--- src/rtl/calc_arbiter.sv ---
// -----------------------------------------------------------------------------
// calc_arbiter
//   Shares one calculator datapath among N_REQ requesters. One operation is
//   accepted at a time, its operands and function code are presented to the
//   calculator, the result is captured after CALC_LAT cycles and returned on a
//   single tagged response channel.
//
// Build option:
//   CALC_ARB_FIXED_PRIO_EN  defined   -> fixed priority, requester 0 highest,
//                                        no round-robin pointer.
//                           undefined -> round-robin arbitration (default).
//
// Ports:
//   clk        clock, rising-edge
//   rst        synchronous active-high reset
//   req_valid  per-requester request valid
//   req_ready  per-requester accept (one-hot or zero, combinational in IDLE)
//   req_a/b    per-requester 8-bit operands, lane i at [8i+7:8i]
//   req_fn     per-requester 2-bit function code, lane i at [2i+1:2i]
//   calc_a/b   operands driven to the calculator (held between operations)
//   calc_fn    function code driven to the calculator
//   calc_out   16-bit calculator result
//   rsp_valid  response valid, held until rsp_ready
//   rsp_ready  response consumer ready
//   rsp_id     requester index owning the response
//   rsp_data   captured calculator result
//   busy       high whenever the sequencer is not idle
// -----------------------------------------------------------------------------
module calc_arbiter #(
  parameter int N_REQ    = 4,
  parameter int CALC_LAT = 1,
  localparam int IDW     = $clog2(N_REQ)
) (
  input  logic                 clk,
  input  logic                 rst,
  input  logic [N_REQ-1:0]     req_valid,
  output logic [N_REQ-1:0]     req_ready,
  input  logic [8*N_REQ-1:0]   req_a,
  input  logic [8*N_REQ-1:0]   req_b,
  input  logic [2*N_REQ-1:0]   req_fn,
  output logic [7:0]           calc_a,
  output logic [7:0]           calc_b,
  output logic [1:0]           calc_fn,
  input  logic [15:0]          calc_out,
  output logic                 rsp_valid,
  input  logic                 rsp_ready,
  output logic [IDW-1:0]       rsp_id,
  output logic [15:0]          rsp_data,
  output logic                 busy
);

  localparam int LW = (CALC_LAT > 1) ? $clog2(CALC_LAT) : 1;
  localparam logic [LW-1:0] LAT_LAST = LW'(CALC_LAT - 1);

  typedef enum logic [1:0] {
    IDLE = 2'd0,
    EXEC = 2'd1,
    RESP = 2'd2
  } state_e;

  state_e          state_q;
  logic [LW-1:0]   lat_cnt_q;
  logic [7:0]      calc_a_q;
  logic [7:0]      calc_b_q;
  logic [1:0]      calc_fn_q;
  logic            rsp_valid_q;
  logic [IDW-1:0]  rsp_id_q;
  logic [15:0]     rsp_data_q;
  logic            busy_q;

  logic            win_vld_s;
  logic [IDW-1:0]  win_idx_s;
  logic [IDW-1:0]  cand_s;
  logic [7:0]      sel_a_s;
  logic [7:0]      sel_b_s;
  logic [1:0]      sel_fn_s;

`ifndef CALC_ARB_FIXED_PRIO_EN
  logic [IDW-1:0]  rr_ptr_q;
  logic [IDW-1:0]  rr_ptr_d;
`endif

  // Winner search: first set req_valid bit from the search start, wrapping.
  always_comb begin
    win_vld_s = 1'b0;
    win_idx_s = '0;
    cand_s    = '0;
    for (int k = 0; k < N_REQ; k++) begin
`ifdef CALC_ARB_FIXED_PRIO_EN
      cand_s = IDW'(k);
`else
      cand_s = IDW'((int'(rr_ptr_q) + k) % N_REQ);
`endif
      if (!win_vld_s && req_valid[cand_s]) begin
        win_vld_s = 1'b1;
        win_idx_s = cand_s;
      end else begin
        win_vld_s = win_vld_s;
      end
    end
  end

  // Operand mux for the winning lane.
  always_comb begin
    sel_a_s  = 8'h00;
    sel_b_s  = 8'h00;
    sel_fn_s = 2'b00;
    for (int i = 0; i < N_REQ; i++) begin
      if (win_idx_s == IDW'(i)) begin
        sel_a_s  = req_a[8*i +: 8];
        sel_b_s  = req_b[8*i +: 8];
        sel_fn_s = req_fn[2*i +: 2];
      end else begin
        sel_a_s  = sel_a_s;
      end
    end
  end

`ifndef CALC_ARB_FIXED_PRIO_EN
  // Pointer moves one past the winner so the winner becomes lowest priority.
  always_comb begin
    if (win_idx_s == IDW'(N_REQ - 1)) begin
      rr_ptr_d = '0;
    end else begin
      rr_ptr_d = win_idx_s + 1'b1;
    end
  end
`endif

  // Grant is combinational so the handshake completes on the accept edge.
  always_comb begin
    req_ready = '0;
    if (!rst && (state_q == IDLE) && win_vld_s) begin
      req_ready[win_idx_s] = 1'b1;
    end else begin
      req_ready = '0;
    end
  end

  // Sequencer FSM with registered datapath and response outputs.
  always_ff @(posedge clk) begin
    if (rst) begin
      state_q     <= IDLE;
      lat_cnt_q   <= '0;
      calc_a_q    <= 8'h00;
      calc_b_q    <= 8'h00;
      calc_fn_q   <= 2'b00;
      rsp_valid_q <= 1'b0;
      rsp_id_q    <= '0;
      rsp_data_q  <= 16'h0000;
      busy_q      <= 1'b0;
`ifndef CALC_ARB_FIXED_PRIO_EN
      rr_ptr_q    <= '0;
`endif
    end else begin
      case (state_q)
        IDLE: begin
          if (win_vld_s) begin
            calc_a_q  <= sel_a_s;
            calc_b_q  <= sel_b_s;
            calc_fn_q <= sel_fn_s;
            rsp_id_q  <= win_idx_s;
            lat_cnt_q <= '0;
            busy_q    <= 1'b1;
            state_q   <= EXEC;
`ifndef CALC_ARB_FIXED_PRIO_EN
            rr_ptr_q  <= rr_ptr_d;
`endif
          end
        end
        EXEC: begin
          // calc_* stay untouched here so the calculator sees stable inputs.
          if (lat_cnt_q == LAT_LAST) begin
            rsp_data_q  <= calc_out;
            rsp_valid_q <= 1'b1;
            state_q     <= RESP;
          end else begin
            lat_cnt_q <= lat_cnt_q + 1'b1;
          end
        end
        RESP: begin
          if (rsp_ready) begin
            rsp_valid_q <= 1'b0;
            busy_q      <= 1'b0;
            state_q     <= IDLE;
          end
        end
        default: begin
          rsp_valid_q <= 1'b0;
          busy_q      <= 1'b0;
          state_q     <= IDLE;
        end
      endcase
    end
  end

  assign calc_a    = calc_a_q;
  assign calc_b    = calc_b_q;
  assign calc_fn   = calc_fn_q;
  assign rsp_valid = rsp_valid_q;
  assign rsp_id    = rsp_id_q;
  assign rsp_data  = rsp_data_q;
  assign busy      = busy_q;

endmodule
--- config.mk ---
export PLATFORM = sky130hd
export DESIGN_NAME = calc_arbiter
export DESIGN_NICKNAME = d
export VERILOG_FILES = /design/src/rtl/calc_arbiter.sv
export SDC_FILE = /design/constraint.sdc
export NUM_CORES = 1
export LEC_CHECK = 0
export ABC_AREA = 0
export ABC_CLOCK_PERIOD_IN_PS = 3180
export CAP_MARGIN = 10
export CORE_MARGIN = 10
export CORE_UTILIZATION = 39
export CTS_BUF_LIST = sky130_fd_sc_hd__clkbuf_8
export DETAILED_ROUTE_END_ITERATION = 10
export PLACE_DENSITY = 0.91
export SETUP_SLACK_MARGIN = 0.05
export SYNTH_ARGS = -nofsm -noshare
export SYNTH_HDL_FRONTEND = slang
export SYNTH_SLANG_ARGS = --single-unit
--- constraint.sdc ---
create_clock -name clk -period 3.18 [get_ports clk]
set_clock_uncertainty 0.2 [all_clocks]
set_input_delay 0.636 -clock clk [delete_from_list [all_inputs] [get_ports clk]]
set_output_delay 0.636 -clock clk [all_outputs]
set_load 0.005 [all_outputs]
==> flow_metrics.env, run 1 <==
export IMPL_status="finished clean"
export IMPL_timing_rr_end="calc_a[3]"
export IMPL_reg2regPathDepth=9
export IMPL_leakage_nw=1.517
export IMPL_max_stage_delay_ps=260
export IMPL_die_area_um2=9594
export IMPL_path_cells="clkdlybuf4s15_1, buf_4, nand2b_1, a21oi_2, nor3_4, buf_4, ha_1, and3_1, clkdlybuf4s15_2"
export IMPL_die_w_um=97.95
export IMPL_grt_antenna_before_repair=0
export IMPL_grt_pass1_wl_um=13390
export IMPL_whs_path_depth=2
export IMPL_tns_ps=0
export IMPL_drive_gt1_share_pct=11.67
export IMPL_firstDrtPassIters=4
export IMPL_utilization_pct=66.97
export IMPL_wl_per_cell_um=16.66
export IMPL_r2r_start="rr_ptr_q[0]"
export IMPL_min_period_ps=3067
export IMPL_syn_area_per_cell_um2=7.899
export IMPL_grt_pass1_vias=2657
export IMPL_drv_cap=0
export IMPL_drtAntennaViolNets=0
export IMPL_crit_type="input pin to output port"
export IMPL_finalHoldViolCount=0
export IMPL_cpMostUsedCell="buf_4"
export IMPL_overflow=0
export IMPL_diodes=0
export IMPL_grt_setup_unrepaired="false"
export IMPL_clkTransAtPathRegs_ps=90
export IMPL_synth_area_leaders="dfxtp_1, a21oi_1, nand2_1, a221o_1, a311oi_1"
export IMPL_cts_htree_levels=2
export IMPL_placed_cell_area_um2=3776
export IMPL_grtUsageTotal_pct=16.42
export IMPL_hold_path_class="flop to flop"
export IMPL_worstHoldStart="rsp_data[0]"
export IMPL_final_cell_mix="clkdlybuf4s50_1, a21oi_1, nand2_1, dfxtp_1, inv_1"
export IMPL_numPortBuffers=136
export IMPL_synth_edf_count=0
export IMPL_clock_fmax_mhz=326.0
export IMPL_mostFrequentLayoutCell="clkdlybuf4s50_1"
export IMPL_start_util_pct=40.03
export IMPL_cp_arrival_ps=2230
export IMPL_synth_nets=399
export IMPL_place_hpwl_um=6507
export IMPL_yosys_area_top_type_share_pct=35.48
export IMPL_crit_slowest_cell="clkdlybuf4s15_1"
export IMPL_synth_warnings=0
export IMPL_cts_tree="yes"
export IMPL_synth_seq_cells=42
export IMPL_std_cell_rows=28
export IMPL_worstSkewPairLatency_ps=290
export IMPL_core_area_um2=5921
export IMPL_clk_path_buf_depth=2
export IMPL_maxSlewViolCount=0
export IMPL_cp_end_kind="output port"
export IMPL_via_per_inst=5.301
export IMPL_worstMarginPinSlew_ps=843.1
export IMPL_area_delta_synth_final_pct=67.32
export IMPL_vias=2714
export IMPL_finalCritPeriodShare_pct=96.45
export IMPL_yosys_area_top_type="dfxtp_1"
export IMPL_ys_flop_type="dfxtp_1"
export IMPL_worstPathMaxFanout=4
export IMPL_power_density_nw_per_um2=473.6
export IMPL_critPathLaunchType="input pin"
export IMPL_rrSetupSlack_ps=590
export IMPL_numClockSinks=42
export IMPL_grt_max_degree=40
export IMPL_io_pins=137
export IMPL_syn_inst=300
export IMPL_drc_errors=0
export IMPL_holdWs_ps=259.5
export IMPL_path_buf_inv=4
export IMPL_layout_cells_non_filler=512
export IMPL_critPathTopFamily="buffers and inverters"
export IMPL_setup_violations=0
export IMPL_die_y_um=97.95
export IMPL_whs_endpoint="rsp_data[0]"
export IMPL_drt_initial_drc_count=142
export IMPL_crit_required_ps=2340
export IMPL_synth_cell_type_count=34
export IMPL_gp_congestion=0.7974
export IMPL_wl_um=8530
export IMPL_yosysSeqAreaShare_pct=35.48
export IMPL_async_reset_ff_share_pct=0
export IMPL_ir_drop_mv=0.2259
export IMPL_fin_area_um2=3965
export IMPL_cts_root_buf="clkbuf_8"
export IMPL_finalNetCount=535
export IMPL_dp_cells=499
export IMPL_syn_cell_area_um2=2370
export IMPL_relSlewSlack_pct=43.59
export IMPL_numCtsBuffers=5
[power by group]
group	internal, mW	switching, mW
sequential	0.605	0.0507
clock	0.157	0.199
combinational	0.483	0.383
total	1.25	0.632
[cells by family (layout without fill, tap and decap cells)]
family,count (synthesis),count (layout),synth area share (%)
AO/OA/AOI/OAI,102,102,29.62
buffers and inverters,50,187,10.61
flip-flops,42,42,35.48
adder cells (fa/ha/maj),4,4,2.112
AND/OR/NAND/NOR,102,102,22.18
[metal layers]
metal  vias to the layer above  wire length [um]  GRT usage, %
met3                         4               845         7.822
li1                       1349                 -             -
met1                      1253              3512         18.95
met2                       108              4113         27.01
met5                         -                 0             0
met4                         0                59         3.356
[cells in the mapped netlist (3+ instances only)]
| cell type | number |
|---|---|
| a21oi_1 | 57 |
| a221o_1 | 18 |
| a311oi_1 | 18 |
| and3_1 | 4 |
| buf_2 | 9 |
| buf_6 | 6 |
| clkbuf_1 | 9 |
| dfxtp_1 | 42 |
| ha_1 | 4 |
| inv_1 | 22 |
| nand2_1 | 54 |
| nand2b_1 | 4 |
| nand3b_1 | 18 |
| nor2_1 | 7 |
| nor2b_1 | 3 |
[cell type report]
class	instances	area, um2
Sequential cell	42	840.8
Multi-Input combinational cell	208	1348
Tap cell	75	93.84
Clock inverter	3	23.77
Inverter	22	82.58
Fill cell	500	1956
Clock buffer	5	68.82
Timing Repair Buffer	157	1508
[sequential cells by signal, summed over array words and instances, names as in the netlist]
register   count
rsp_data      16
calc_a         8
calc_b         8
calc_fn        2
rr_ptr_q       2
rsp_id         2
state_q        2
busy           1
rsp_valid      1
[worst reg2reg max path: cells and delay by family, from the launching register on]
| family | cells | cell delay [ps] |
|---|---|---|
| adder cells (fa/ha/maj) | 1 | 150 |
| AO/OA/AOI/OAI | 4 | 960 |
| buffers and inverters | 2 | 440 |
| AND/OR/NAND/NOR | 2 | 310 |
| flip-flops | 1 | 450 |
[per-stage QoR]
| stage | total power, mW | setup slack (ps) |
|---|---|---|
| 2_1_floorplan | 1.129 | 258.3 |
| 3_3_place_gp | 1.477 | -338.6 |
| 3_5_place_dp | 1.498 | -401.0 |
| 4_1_cts | 1.881 | 117.4 |
| 5_1_grt | 1.989 | 32.73 |
| 6_report | 1.878 | 113.0 |
[how the worst max path moves through the flow]
stage / slack (ps) / endpoint / startpoint / cells after the start
2_1_floorplan: 260 / req_ready[2] / req_valid[2] / 7
3_3_place_gp: -340 / req_ready[2] / req_valid[3] / 7
3_5_place_dp: -400 / req_ready[0] / req_valid[3] / 7
4_1_cts: 120 / req_ready[1] / req_valid[1] / 9
5_1_grt: 30 / req_ready[1] / req_valid[1] / 9
6_report: 110 / req_ready[1] / req_valid[1] / 9
[timing repair]
| action | CTS | global route |
|---|---|---|
| hold buffers | 0 | 0 |
| cloned | 0 | 0 |
| setup buffers | 3 | 2 |
| pin swaps | 3 | 3 |
| resized for setup | 23 | 9 |
| setup endpoints to repair | 4 | 3 |
Note: power is estimated with default switching activity, not from simulation.
==> run 2: changes to the inputs <==
- ABC_CLOCK_PERIOD_IN_PS: 3180 -> 3900
- CORE_UTILIZATION: 39 -> 42
- PLACE_DENSITY: 0.91 -> 0.95
- clock period: 3.18 -> 3.9 ns (I/O delays scaled with it)
==> flow_metrics.env, run 2 (synthesis results as in run 1) <==
export IMPL_holdBufCountCts=0
export IMPL_crit_required_ps=2920
export IMPL_p_sw_share_pct=33.89
export IMPL_ir_drop_mv=0.1998
export IMPL_layout_cells_non_filler=499
export IMPL_gp_congestion=0.7647
export IMPL_start_util_pct=43.04
export IMPL_numCtsBuffers=5
export IMPL_die_area_um2=9047
export IMPL_area_delta_synth_final_pct=64.41
export IMPL_r2r_start="rr_ptr_q[1]"
export IMPL_largest_reg_flops=16
export IMPL_clkTransAtPathRegs_ps=90
export IMPL_timing_rr_end="calc_a[1]"
export IMPL_die_y_um=95.12
export IMPL_crit_slowest_cell="clkdlybuf4s50_1"
export IMPL_grt_antenna_before_repair=0
export IMPL_crit_start="req_valid[0]"
export IMPL_power_density_nw_per_um2=388.8
export IMPL_p_switching_mw=0.5134
export IMPL_rrSetupSlack_ps=1250
export IMPL_drv_cap=0
export IMPL_relSlewSlack_pct=61.88
export IMPL_grt_setup_unrepaired="false"
export IMPL_numClockSinks=42
export IMPL_setup_violations=0
export IMPL_finalHoldViolCount=0
export IMPL_wl_um=8722
export IMPL_worstPathMaxFanout=6
export IMPL_status="finished clean"
export IMPL_critPathTopFamily="buffers and inverters"
export IMPL_worstHoldStart="rsp_data[2]"
export IMPL_combPwrFrac_pct=45.3
export IMPL_path_buf_inv=2
export IMPL_worstSkewPairLatency_ps=300
export IMPL_p_seq_share_pct=35.4
export IMPL_path_depth=7
export IMPL_drt_initial_drc_count=101
export IMPL_drtAntennaViolNets=0
export IMPL_min_period_ps=3642
export IMPL_cts_htree_levels=2
export IMPL_cts_root_buf="clkbuf_8"
export IMPL_clk_path_buf_depth=2
export IMPL_nFillCells=458
export IMPL_leakage_nw=1.481
export IMPL_path_cells="dlygate4sd2_1, nor2b_1, nor4b_4, nor2_1, ha_1, and3_1, clkdlybuf4s50_1"
export IMPL_place_hpwl_um=6692
export IMPL_die_w_um=95.12
export IMPL_drc_errors=0
export IMPL_dp_cells=491
export IMPL_maxSlewViolCount=0
export IMPL_p_total_mw=1.515
export IMPL_place_ws_ps=-37.41
export IMPL_crit_type="input pin to output port"
export IMPL_clock_fmax_mhz=274.6
export IMPL_grt_max_degree=40
export IMPL_io_pins=137
export IMPL_grt_pass1_vias=2744
export IMPL_cts_tree="yes"
export IMPL_overflow=0
export IMPL_p_int_mw=1.002
export IMPL_drive_gt1_share_pct=7.728
export IMPL_std_cell_rows=27
export IMPL_final_cell_mix="clkdlybuf4s50_1, a21oi_1, nand2_1, dfxtp_1, inv_1"
export IMPL_critPathCapture="req_ready[0]"
export IMPL_clkPwrFrac_pct=19.4
export IMPL_wl_per_cell_um=17.48
export IMPL_grt_pass1_wl_um=13240
export IMPL_finalCritPeriodShare_pct=93.38
export IMPL_layout_setup_ws_ps=258.3
export IMPL_cp_end_kind="output port"
export IMPL_finalNetCount=525
export IMPL_holdWs_ps=260.9
export IMPL_worstMarginPinSlew_ps=571.8
export IMPL_vias=2702
export IMPL_numPortBuffers=136
export IMPL_diodes=0
export IMPL_firstDrtPassIters=4
export IMPL_via_per_inst=5.415
export IMPL_reg2regPathDepth=8
export IMPL_hold_path_class="flop to flop"
export IMPL_max_stage_delay_ps=530
export IMPL_mostFrequentLayoutCell="clkdlybuf4s50_1"
export IMPL_core_area_um2=5507
export IMPL_cp_arrival_ps=2660
export IMPL_critPathLaunchType="input pin"
export IMPL_grtUsageTotal_pct=18.13
-- run 2: worst min path at each step --
stage | end | slack (ps) | depth (start not counted)
after detailed placement | rsp_data[2] | 250 | 2
after floorplan | rsp_data[0] | 250 | 2
after global placement | rsp_data[3] | 240 | 2
after CTS | rsp_data[7] | 260 | 2
after global routing | rsp_data[7] | 280 | 2
final | rsp_data[2] | 260 | 2
-- run 2: repair_timing --
| action | in CTS | in global routing |
|---|---|---|
| pin swaps | 0 | 2 |
| cloned | 0 | 0 |
| gates resized for setup | 10 | 6 |
| buffers inserted | 0 | 0 |
| setup endpoints to repair | 3 | 4 |
-- run 2: routing by layer --
layer	track usage [%]	up-vias	share of wire (%)
met5	0	-	0
met4	4.613	0	1.2
met3	8.248	9	12
met2	32.67	113	49
met1	18.63	1252	38
li1	-	1328	-
-- run 2: layout make-up --
cell class | instances | area [um2] | share of cell area [%]
Sequential cell | 42 | 840.8 | 21.58
Timing Repair Buffer | 147 | 1446 | 37.12
Clock inverter | 3 | 25.02 | 0.6423
Tap cell | 72 | 90.09 | 2.312
Clock buffer | 5 | 68.82 | 1.766
Inverter | 22 | 82.58 | 2.119
Multi-Input combinational cell | 208 | 1343 | 34.46
-- run 2: metrics by stage --
step                TNS, ps  util [%]  cell area [um2]
floorplan                 0         -             2370
global placement          0     67.83             3735
detailed placement   -63.60     67.83             3735
CTS                       0     70.23             3867
global route              0     70.76             3896
finish                    0     70.76             3896
-- run 2: power groups by stage --
stage / clock [mW] / combinational, mW / sequential (mW)
finish: 0.293 / 0.686 / 0.536
global route: 0.315 / 0.746 / 0.543
CTS: 0.299 / 0.687 / 0.534
detailed placement: 0 / 0.677 / 0.541
global placement: 0 / 0.658 / 0.538
floorplan: 0 / 0.377 / 0.543
-- run 2: tightest hold or removal path, cell delays in order (launching register included) --
cell and delay, ps:
dfxtp_1 320, nand2_1 50, a21oi_1 50
==> run 3: changes to the inputs <==
- ABC_CLOCK_PERIOD_IN_PS: 3900 -> unset
==> results of run 3 <==
Same layout as run 2: the final DEF is identical, and so are final timing and power.
==> variant (settings of run 3) <==
Re-encode `state_e` (3 states) as one-hot, 3 bits wide.
--- a/src/rtl/calc_arbiter.sv
+++ b/src/rtl/calc_arbiter.sv
@@ -52,10 +52,10 @@
   localparam int LW = (CALC_LAT > 1) ? $clog2(CALC_LAT) : 1;
   localparam logic [LW-1:0] LAT_LAST = LW'(CALC_LAT - 1);
 
-  typedef enum logic [1:0] {
-    IDLE = 2'd0,
-    EXEC = 2'd1,
-    RESP = 2'd2
+  typedef enum logic [2:0] {
+    IDLE = 3'b001,
+    EXEC = 3'b010,
+    RESP = 3'b100
   } state_e;
 
   state_e          state_q;
Behaviour: no difference found for any inputs over 4 cycles, from zero or initial values and one cycle with rst high; so few cycles prove little.
==> variant against run 3 <==
Area after synthesis increased by 0.26%; sequential cell count increased by 1; final area about the same; fmax increased by 3.8%; clock power increased by 41%; wire length decreased by 2.0%; total power increased by 43%; setup slack improved by 0.13 ns.
==> variant: results (changes against run 3) <==
- Endpoint of the most critical setup path: req_ready[2]
- Maximum number of pins on one net before global-route repair: 43 (+7.5%)
- Worst r2r src: rr_ptr_q[0]
- Critical Path AT: 2.53 ns (-0.13 ns)
- CP max-delay cell: or4_4
- Clock root buffer master: clkbuf_8
- Cell family with most CP delay: simple AND/OR/NAND/NOR gates
- Share of the clock period used by the worst path after layout: 89.9% (-3.5 points)
- Pre-CTS WS: -0.320 ns (-0.283 ns)
- Met3 usage in global routing: 8.17% (-0.079 points)
- Max reg flops: 16 (unchanged)
- First-pass GRT wire length: 13.4 mm (+0.94%)
- Sequential share of the synthesized area: 36.2% (+0.75 points)
- Origin of the worst setup path: req_valid[1]
- Type of the most critical hold path: flop to flop
- Terminating pin of the worst hold path: rsp_data[1]
- Leak Pwr: 0.00149 uW (+0.43%)
- Final weighted congestion of routability-driven global placement: 0.941 (+23%)
- Number of cells on the worst reg-to-reg path: 8 (unchanged)
- Count of routing violations after the opening detailed-route iteration: 93 (-7.9%)
- Met2 global-route usage: 30.3% (-2.4 points)
- End of the worst register-to-register path: calc_fn[0]
- Final WL: 8.54 mm (-2.0%)
- Share of post-route cells with drive strength above 1: 12.7% (+5.0 points)
- Max-slew headroom: 33.1% (-29 points)
- Worst Hold Margin: 0.256 ns (-0.00533 ns)
- NumNets Final: 499 (-5.0%)
- Post-Synthesis Net Count: 373 (-6.5%)
- GRT met1 Usage: 20.6% (+2.0 points)
- Hold path start: rsp_data[1]
- Vias in the first global route: 2634 (-4.0%)
- Outcome: finished, final reports clean
- Synth area leaders: dfxtp_1 (36%), nand2_1 (8.4%), nor3_2 (7.6%)
- Avg Synthesized Cell Area: 8.67 sq um (+9.8%)
- Worst-case vdd ir drop: 0.335 mV (+68%)
- Vias: 2533 (-6.3%)
- Number of optimization iterations in the first detailed-route pass: 4 (unchanged)
- Global router's overall resource usage: 18.3% (+0.19 points)
- Detailed route wirelength on metal3: 1.02 mm (+1.7%)
- Top cells by count, synth: nand2_1 (53), dfxtp_1 (43), a21oi_1 (20)
- Placed standard-cell area: 0.00375 sq mm (+0.30%)
- DP HPWL: 6.49 mm (-3.0%)
- Final non-filler cell total: 473 (-5.2%)
- Maximum net fanout on the critical path: 5 (-1)
- Metal2 WL: 4.02 mm (-6.2%)
- Number of distinct library cell variants in the gate-level netlist after synthesis: 34 (unchanged)
- Metal-1 WL: 3.32 mm (about the same)
- Peak per-stage delay on the critical path: 0.51 ns (-0.02 ns)
- Worst-case register-to-register setup slack: 1.06 ns (-0.19 ns)
- Count of fill cells added during filler insertion: 431 (-5.9%)
==> variant: area by class of cell <==
type	count	area (sq um)	area share, %
Clock buffer	5	68.8	1.77
Multi-Input combinational cell	200	1370	35.0
Clock inverter	3	67.6	1.73
Inverter	7	26.3	0.674
Sequential cell	43	861	22.1
Timing Repair Buffer	143	1420	36.4
Tap cell	72	90.1	2.31
==> variant: where the power goes <==
group | total (uW) | switching, uW | internal [uW]
combinational | 1110 | 530 | 585
sequential | 639 | 87.5 | 551
clock | 414 | 159 | 255
==> variant: logic make-up after synthesis <==
logic type               Yosys count  share of synthesized area (%)
AO/OA/AOI/OAI                     68                           22.5
buffers and inverters             31                           6.53
AND/OR/NAND/NOR                  127                           32.2
adder cells (fa/ha/maj)            4                           2.11
XOR/XNOR                           1                          0.369
flip-flops                        43                           36.2
==> variant: repair_timing <==
item | CTS | global route
gates resized for setup | 1 | 6
cloned | 0 | 0
setup buffers | 0 | 0
endpoints found under the hold margin | 0 | 0
setup endpoints to repair | 15 | 4
